## src/rtl/inst_decode_queue_pkg.sv

```systemverilog
// inst_decode_queue_pkg: default entry field widths and packed entry layout for the decode queue.
package inst_decode_queue_pkg;
  localparam int DQ_ADDR_WIDTH = 32;
  localparam int DQ_INST_WIDTH = 32;
  localparam int DQ_GHR_WIDTH = 5;
  localparam int DQ_ENTRY_WIDTH = DQ_ADDR_WIDTH + DQ_INST_WIDTH + 1 + DQ_GHR_WIDTH;
  // Packed entry is {pc, inst, taken, pht_index} from MSB to LSB.
  function automatic int dq_entry_width(input int aw, input int iw, input int gw);
    return aw + iw + 1 + gw;
  endfunction
  function automatic int dq_taken_bit(input int gw);
    return gw;
  endfunction
  function automatic int dq_inst_lsb(input int gw);
    return gw + 1;
  endfunction
  function automatic int dq_pc_lsb(input int iw, input int gw);
    return gw + 1 + iw;
  endfunction
endpackage

```

## src/rtl/dq_prefix_count.sv

```systemverilog
// dq_prefix_count: length of the contiguous run of ones starting at bit 0.
module dq_prefix_count #(
  parameter int WIDTH = 2
) (
  input  logic [WIDTH-1:0]             vec,
  output logic [$clog2(WIDTH+1)-1:0]   cnt
);
  localparam int CW = $clog2(WIDTH + 1);
  logic run;
  always_comb begin
    cnt = '0;
    run = 1'b1;
    for (int i = 0; i < WIDTH; i++) begin
      run = run & vec[i];
      cnt = cnt + CW'(run);
    end
  end
endmodule

```

## src/rtl/inst_decode_queue.sv

```systemverilog
// inst_decode_queue: circular IF->decode instruction buffer, FETCH_WIDTH in / DECODE_WIDTH out per cycle.
// Optional same-cycle empty-queue bypass enabled by defining DECODE_QUEUE_BYPASS_EN.
module inst_decode_queue
  import inst_decode_queue_pkg::*;
#(
  parameter int FETCH_WIDTH  = 2,
  parameter int DECODE_WIDTH = 2,
  parameter int DEPTH        = 8,
  parameter int ADDR_WIDTH   = DQ_ADDR_WIDTH,
  parameter int INST_WIDTH   = DQ_INST_WIDTH,
  parameter int GHR_WIDTH    = DQ_GHR_WIDTH
) (
  input  logic                                   clk,
  input  logic                                   rst,
  input  logic                                   flush,
  input  logic [FETCH_WIDTH-1:0]                 in_valid,
  input  logic [FETCH_WIDTH*ADDR_WIDTH-1:0]      in_pc,
  input  logic [FETCH_WIDTH*INST_WIDTH-1:0]      in_inst,
  input  logic [FETCH_WIDTH-1:0]                 in_taken,
  input  logic [FETCH_WIDTH*GHR_WIDTH-1:0]       in_pht_index,
  output logic                                   in_ready,
  output logic [DECODE_WIDTH-1:0]                out_valid,
  output logic [DECODE_WIDTH*ADDR_WIDTH-1:0]     out_pc,
  output logic [DECODE_WIDTH*INST_WIDTH-1:0]     out_inst,
  output logic [DECODE_WIDTH-1:0]                out_taken,
  output logic [DECODE_WIDTH*GHR_WIDTH-1:0]      out_pht_index,
  input  logic [$clog2(DECODE_WIDTH+1)-1:0]      out_accept,
  output logic [$clog2(DEPTH+1)-1:0]             count
);
  localparam int IDX_W = $clog2(DEPTH);
  localparam int PTR_W = IDX_W + 1;
  localparam int NI_W = $clog2(FETCH_WIDTH + 1);
  localparam int NO_W = $clog2(DECODE_WIDTH + 1);
  localparam int EW = dq_entry_width(ADDR_WIDTH, INST_WIDTH, GHR_WIDTH);
  localparam int TK_BIT = dq_taken_bit(GHR_WIDTH);
  localparam int INST_LSB = dq_inst_lsb(GHR_WIDTH);
  localparam int PC_LSB = dq_pc_lsb(INST_WIDTH, GHR_WIDTH);
  logic [PTR_W-1:0] head, tail, occ, n_in_p, n_out_p, skip;
  logic [NI_W-1:0]  n_in;
  logic [NO_W-1:0]  n_vld;
  logic [EW-1:0]    mem [DEPTH];
  logic [EW-1:0]    in_ent [FETCH_WIDTH];
  logic             byp, wr_en;
  assign occ = tail - head;
  assign count = occ;
  // Readiness looks only at occupancy so there is no path from out_accept.
  assign in_ready = rst & (occ <= PTR_W'(DEPTH - FETCH_WIDTH));
  dq_prefix_count #(.WIDTH(FETCH_WIDTH)) u_n_in (.vec(in_valid), .cnt(n_in));
  dq_prefix_count #(.WIDTH(DECODE_WIDTH)) u_n_vld (.vec(out_valid), .cnt(n_vld));
  assign n_in_p = PTR_W'(n_in);
  assign n_out_p = (PTR_W'(out_accept) < PTR_W'(n_vld)) ? PTR_W'(out_accept) : PTR_W'(n_vld);
  assign wr_en = in_ready & (n_in != '0) & ~flush;
`ifdef DECODE_QUEUE_BYPASS_EN
  assign byp = (occ == '0) & ~flush & in_ready;
  assign skip = byp ? n_out_p : '0;
`else
  assign byp = 1'b0;
  assign skip = '0;
`endif
  genvar f, d;
  for (f = 0; f < FETCH_WIDTH; f++) begin : g_in
    assign in_ent[f] = {in_pc[f*ADDR_WIDTH +: ADDR_WIDTH], in_inst[f*INST_WIDTH +: INST_WIDTH],
                        in_taken[f], in_pht_index[f*GHR_WIDTH +: GHR_WIDTH]};
  end
  for (d = 0; d < DECODE_WIDTH; d++) begin : g_out
    logic [EW-1:0] e;
    logic          bv;
    if (d < FETCH_WIDTH) begin : g_byp
      assign e = byp ? in_ent[d] : mem[IDX_W'(head + PTR_W'(d))];
      assign bv = NI_W'(d) < n_in;
    end else begin : g_mem
      assign e = mem[IDX_W'(head + PTR_W'(d))];
      assign bv = 1'b0;
    end
    assign out_valid[d] = byp ? bv : (PTR_W'(d) < occ) & ~flush;
    assign out_pc[d*ADDR_WIDTH +: ADDR_WIDTH] = e[PC_LSB +: ADDR_WIDTH];
    assign out_inst[d*INST_WIDTH +: INST_WIDTH] = e[INST_LSB +: INST_WIDTH];
    assign out_taken[d] = e[TK_BIT];
    assign out_pht_index[d*GHR_WIDTH +: GHR_WIDTH] = e[GHR_WIDTH-1:0];
  end
  // Lanes already consumed through the bypass are skipped so tail stays packed.
  always_ff @(posedge clk) begin
    if (wr_en)
      for (int i = 0; i < FETCH_WIDTH; i++)
        if (PTR_W'(i) < n_in_p && PTR_W'(i) >= skip)
          mem[IDX_W'(tail + PTR_W'(i) - skip)] <= in_ent[i];
  end
  always_ff @(posedge clk or negedge rst) begin
    if (!rst) begin
      head <= '0;
      tail <= '0;
    end else if (flush) begin
      head <= '0;
      tail <= '0;
    end else begin
      head <= head + (byp ? '0 : n_out_p);
      tail <= tail + (wr_en ? n_in_p - skip : '0);
    end
  end
endmodule

```

## config.mk

```make
export PLATFORM = sky130hd
export DESIGN_NAME = inst_decode_queue
export DESIGN_NICKNAME = d
export VERILOG_FILES = /design/src/rtl/inst_decode_queue_pkg.sv /design/src/rtl/dq_prefix_count.sv /design/src/rtl/inst_decode_queue.sv
export SDC_FILE = /design/constraint.sdc
export NUM_CORES = 1
export LEC_CHECK = 0
export CAP_MARGIN = 20
export CORE_ASPECT_RATIO = 1.1
export CORE_MARGIN = 5
export CORE_UTILIZATION = 40
export DETAILED_ROUTE_END_ITERATION = 8
export DONT_BUFFER_PORTS = 1
export HOLD_SLACK_MARGIN = 0.1
export SYNTH_ARGS = -nofsm -noshare
export SYNTH_HDL_FRONTEND = slang
export SYNTH_SLANG_ARGS = --single-unit
```

## constraint.sdc

```tcl
create_clock -name clk -period 13 [get_ports clk]
set_input_delay 2.6 -clock clk [delete_from_list [all_inputs] [get_ports clk]]
set_output_delay 2.6 -clock clk [all_outputs]
set_load 0.01 [all_outputs]
```

* Yosys cells after proc, flatten, opt, wreduce, memory -nomap -nowiden
Memories as Yosys holds them, arrays and structs flattened.
Cells that the tools add are included.
** Storage, ports and cells
- Input port bits :: 147
- Logic and storage cells :: 35
- Register bits after elaboration :: 8
- Latch bits :: 0
- Memory bits (read-only) :: 0
- RAM bits :: 560
- Output and inout bits :: 147
- Memories :: 1
** Cells by class
- Bitwise logic cells :: 8
- Add/sub/neg operators :: 7
- Muxes and demuxes :: 10
- Divide/modulo/power cells :: 0
- Equality and inequality tests :: 0
- $mul :: 0
- $lt $le $gt $ge :: 6
- Shifts and indexed selects :: 0
- Reductions and logical operators :: 1
** Memories
- mem :: depth 8, width 70, read ports 2, clocked after memory_dff 0, wr ports 2, RTL line inst_decode_queue.sv:41 : logic [EW-1:0] mem [DEPTH];
** Operators by type and width (count)
- $add 4x2->4 :: 2
- $lt 1x4->1 const A :: 2
- $mux 4 :: 2
- $and 1x1->1 :: 7
- $add 3x1->3 const B :: 2
- $mux 1 :: 6
- $add 1x1->2 :: 2
- $le 4x3->1 const B :: 1
- $lt 1x2->1 const A :: 2
- $mux 2 :: 2
- $sub 4x4->4 :: 1
- $lt 2x2->1 :: 1
- $reduce_bool 2->1 :: 1
- $not 1->1 :: 1

* Depth between registers and ports, before layout
- Depth in word-level cells :: 9
- Mapped depth :: 18
- Mapped depth without buffers :: 16

* Modules after synthesis
Synthesis repeated with hierarchy kept, for this count alone.
** Unflattened totals
- Cells, all modules :: 1956
- Area, all modules :: 32935.3 um2
** By module, submodules not included
- inst_decode_queue :: times used 1, cells an instance 1952, seq. area each 17016.3 um2, area each 32902.8 um2
- dq_prefix_count :: times used 2, cells an instance 2, seq. area each 0.0 um2, area each 16.3 um2

* Worst setup path before layout
No wires, ideal clock.
- Path kind :: input to register
- Start :: input rst
- End :: memory mem[0][0] (netlist name) (enable)
- Stages :: 4
- Arrival :: 10051 ps
- Path buffers :: 0
- Path slack :: 2260 ps
- Setup time :: 689 ps
- Path through :: inv_1 -> a31oi_1 -> nand2_2 -> o41ai_1
** RTL lines
- from (decl) :: RTL line inst_decode_queue.sv:14 : input logic rst,
- to (decl) :: RTL line inst_decode_queue.sv:41

* Worst setup path in the final report
- Start :: register head[0]
- End :: output in_ready
** On the way
- Cells in the longest elaborated chain, start to end :: 3
** Ends and longest elaborated chain
- from (decl) :: RTL line inst_decode_queue.sv:38 : logic [PTR_W-1:0] head, tail, occ, n_in_p, n_out_p, skip;
- from (signal assigned) :: RTL line inst_decode_queue.sv:96 : head <= head + (byp ? '0 : n_out_p);
- $sub 4x4->4 :: RTL line inst_decode_queue.sv:44 : assign occ = tail - head;
- named net count[2] :: RTL line inst_decode_queue.sv:28 : output logic [$clog2(DEPTH+1)-1:0] count
- $le 4x3->1 :: RTL line inst_decode_queue.sv:47 : assign in_ready = rst & (occ <= PTR_W'(DEPTH - FETCH_WIDTH));
- $and 1x1->1 :: RTL line inst_decode_queue.sv:47
- to (decl) :: RTL line inst_decode_queue.sv:21 : output logic in_ready,
The timed path passes the listed nets, and every way through them passes these cells.

==> run_results.csv <==
group,metric,value,unit
min_path,hold_path_depth,2,
worst_setup_path,crit_type,"reg2out",
die,fp.dieH,311,µm
clocking,root_buffer,"clkbuf_16",
timing,clock_skew,28.9,ps
place,gp_routability_congestion,0.759,
global_route,grt_use_met3,0.0681,
drt,viasPerCell,6.08,
die,die_x,284,µm
yosys,synth_fp_nets,2096,
yosys,syn_area,33000,µm²
timing,setup_viol,0,
clocking,ctsResizeCount,0,
worst_setup_path,critPathCaptureType,"primary output",
global_route,use_met2,0.366,
worst_setup_path,cp_cell_sequence,"buf_4, ha_1, inv_1, fa_1, xor2_1, a31oi_1, nand2_2, inv_2",
die,initial_core_util,0.403,
min_path,hp-class,"reg2reg",
cells_and_area,fill_cells,7158,
worst_setup_path,slowest_stage,"dfrtp_4",
power_and_ir_drop,ir_worst_vdd,0.135,mV
timing,layout_min_cycle_time,6990,ps
timing,slew_headroom,0.212,
place,dp_hpwl,55100,µm
timing,tightest_slew,1180,ps
global_route,grt_max_degree,143,
drt,drtPass1Iterations,5,
clocking,htreeDepth,3,
yosys,synth.most_common_cell,"edfxtp_1",
status,status,"complete, no violations",
global_route,grt-ovfl-total,0,
clocking,cts.sinks,568,
global_route,grt_use_total,0.216,
cells_and_area,drive_gt1_frac,0.517,
timing,rsz0062_at_grt,"false",
drt,vias,18262,
yosys,synth-seq-cells,568,
global_route,first_global_vias,19933,
worst_setup_path,crit_required,10400,ps
yosys,synth.area.top_cells,"edfxtp_1 51%, mux4_2 19%, mux2_2 17%",
cells_and_area,final-instance-count-excl-fill,3002,
yosys,seq_area_frac_synth,0.515,
worst_setup_path,arrival,4390,ps
die,die-area,88400,µm²
timing,fin_crit_sh,0.538,
clocking,cts_buffer_depth,3,
yosys,synth_cells,1935,
timing,drv_slew,0,
drt,final_antenna_net_count,0,
clocking,cts_tree,"yes",
power_and_ir_drop,p_leak,0.0116,µW
timing,fmax,143,MHz
power_and_ir_drop,p_per_area,154,nW/µm²
global_route,busiest_layer,"met2",
cells_and_area,n_antenna_cell,0,
drt,remaining_drc_errors,0,
yosys,yosys.area.top_type_share,0.509,
yosys,synth_top_flop_cell,"edfxtp_1",
clocking,cts.clk_slew.worst_paths,60,ps
drt,drt_iter0_markers,1479,
timing,finalHoldViolCount,0,
yosys,synth_cell_types,38,
yosys,synthArstFlopShare,0.0141,
timing,tns,0,ps
worst_setup_path,start_kind,"flop",
worst_setup_path,reg2reg_depth,11,
global_route,grt_pass1_wl,141000,µm
clocking,clk_latency,610,ps
yosys,synth_top_cell_by_area,"edfxtp_1",
drt,routedWlPerCell,32.2,µm
cells_and_area,final_util,0.438,
worst_setup_path,max_stage_delay,1020,ps
drt,wl,96800,µm
place,place.port_buffers,0,
global_route,met1_usage,0.273,
die,ioPinCount,294,
cells_and_area,fin_nets,2051,
yosys,avgSynthCellArea,17.1,µm²
yosys,yosysWarnings,0,
yosys,synth_edf_count,560,
worst_setup_path,critical_path.max_fanout,53,
clocking,cts_hold_buf,0,
global_route,antenna_found_initial,1,
yosys,synthTopCellsByCount,"560 x edfxtp_1, 512 x mux2_2, 280 x mux4_2",
die,coreArea,81900,µm²
clocking,cts-buffers-inserted,66,
place,dp_cells,2886,
clocking,post_cts_buffers,0,
flow_run,maxCapViolCount,0,
die,fp-row-count,110,
cells_and_area,areaGrowthSynthToFinish,8.72,%
kinds of logic (layout without fill, tap and decap cells):
| group | after synthesis | after routing | synth area share |
|---|---|---|---|
| muxes | 910 | 910 | 0.414 |
| DFF | 568 | 568 | 0.515 |
| and+or+nand+nor | 257 | 257 | 0.0327 |
| buffers and inverters | 161 | 164 | 0.0271 |
| AOI/OAI and AO/OA | 17 | 17 | 0.00333 |
| adders and majority gates | 14 | 14 | 0.00599 |
| xor gates and xnor gates | 8 | 8 | 0.00212 |
registers in the layout, indices dropped and copies added, names as in the netlist:
register,cells
tail,4
mem,560
head,4
metrics by stage:
| stage | setup WS, ps | cell area (µm²) | hold slack, ps | power (µW) |
|---|---|---|---|---|
| finish | 6010 | 35900 | 568 | 5540 |
| global route | 5660 | 35900 | 587 | 5780 |
| CTS | 5900 | 35900 | 570 | 5620 |
| detailed placement | 6490 | 33900 | 558 | 3860 |
| global placement | 6560 | 33900 | 555 | 3850 |
| floorplan | 2260 | 33000 | 530 | 3420 |
area by class of cell:
class | count | area, µm² | area share
Clock buffer | 90 | 1830 | 0.0509
Clock inverter | 26 | 156 | 0.00436
Inverter | 15 | 57.6 | 0.00160
Multi-Input combinational cell | 1206 | 15200 | 0.425
Sequential cell | 568 | 17000 | 0.474
Tap cell | 1064 | 1330 | 0.0371
Timing Repair Buffer | 33 | 260 | 0.00725
worst max-delay path, delay by kind of cell, from the launching register on:
family	cells	cell delay, ps
XOR/XNOR	1	220
AND/OR/NAND/NOR	1	220
AO/OA/AOI/OAI	1	240
adder cells (fa/ha/maj)	2	700
buffers and inverters	3	1340
flip-flops	1	1020
path summary, 6_finish.rpt:
path	startpoint	to	slack, ps
max in group asynchronous	rst	head[2]$_DFF_PN0_	11230
min in group asynchronous	rst	head[1]$_DFF_PN0_	1680
hold reg to reg	head[3]$_DFF_PN0_	head[3]$_DFF_PN0_	570
hold / removal	head[3]$_DFF_PN0_	head[3]$_DFF_PN0_	570
setup reg to reg	head[0]$_DFF_PN0_	mem[5][7]$_DFFE_PP_	6610
setup / recovery	head[0]$_DFF_PN0_	in_ready	6010
power breakdown:
group | total (µW) | switching [µW] | internal, µW | leakage, µW
sequential | 2130 | 68.7 | 2070 | 0.00515
clock | 1750 | 748 | 1000 | 0.000959
combinational | 1660 | 901 | 755 | 0.00553
total | 5540 | 1720 | 3820 | 0.0116
routing by layer:
layer	vias to the layer above	share of wire
met5	-	0.00013
met4	2	0.018
met3	108	0.085
met2	578	0.50
met1	9792	0.40
li1	7782	-
cell usage in the layout (no fill, tap or decap), types with 4 or more instances in the layout:
cell,Yosys,layout
a21oi_1,6,6
buf_4,13,32
clkbuf_1,55,20
clkbuf_16,0,70
clkinv_1,0,15
clkinv_2,0,7
dfrtp_1,8,5
edfxtp_1,560,560
ha_1,11,10
inv_1,13,13
mux2_1,50,50
mux2_2,512,512
mux2_4,68,68
mux4_2,280,280
nand2_1,215,213
nand3_4,4,6
nor2_1,13,13
nor3_1,5,5
xor2_1,5,4
Note: power is estimated with default switching activity, not from simulation.
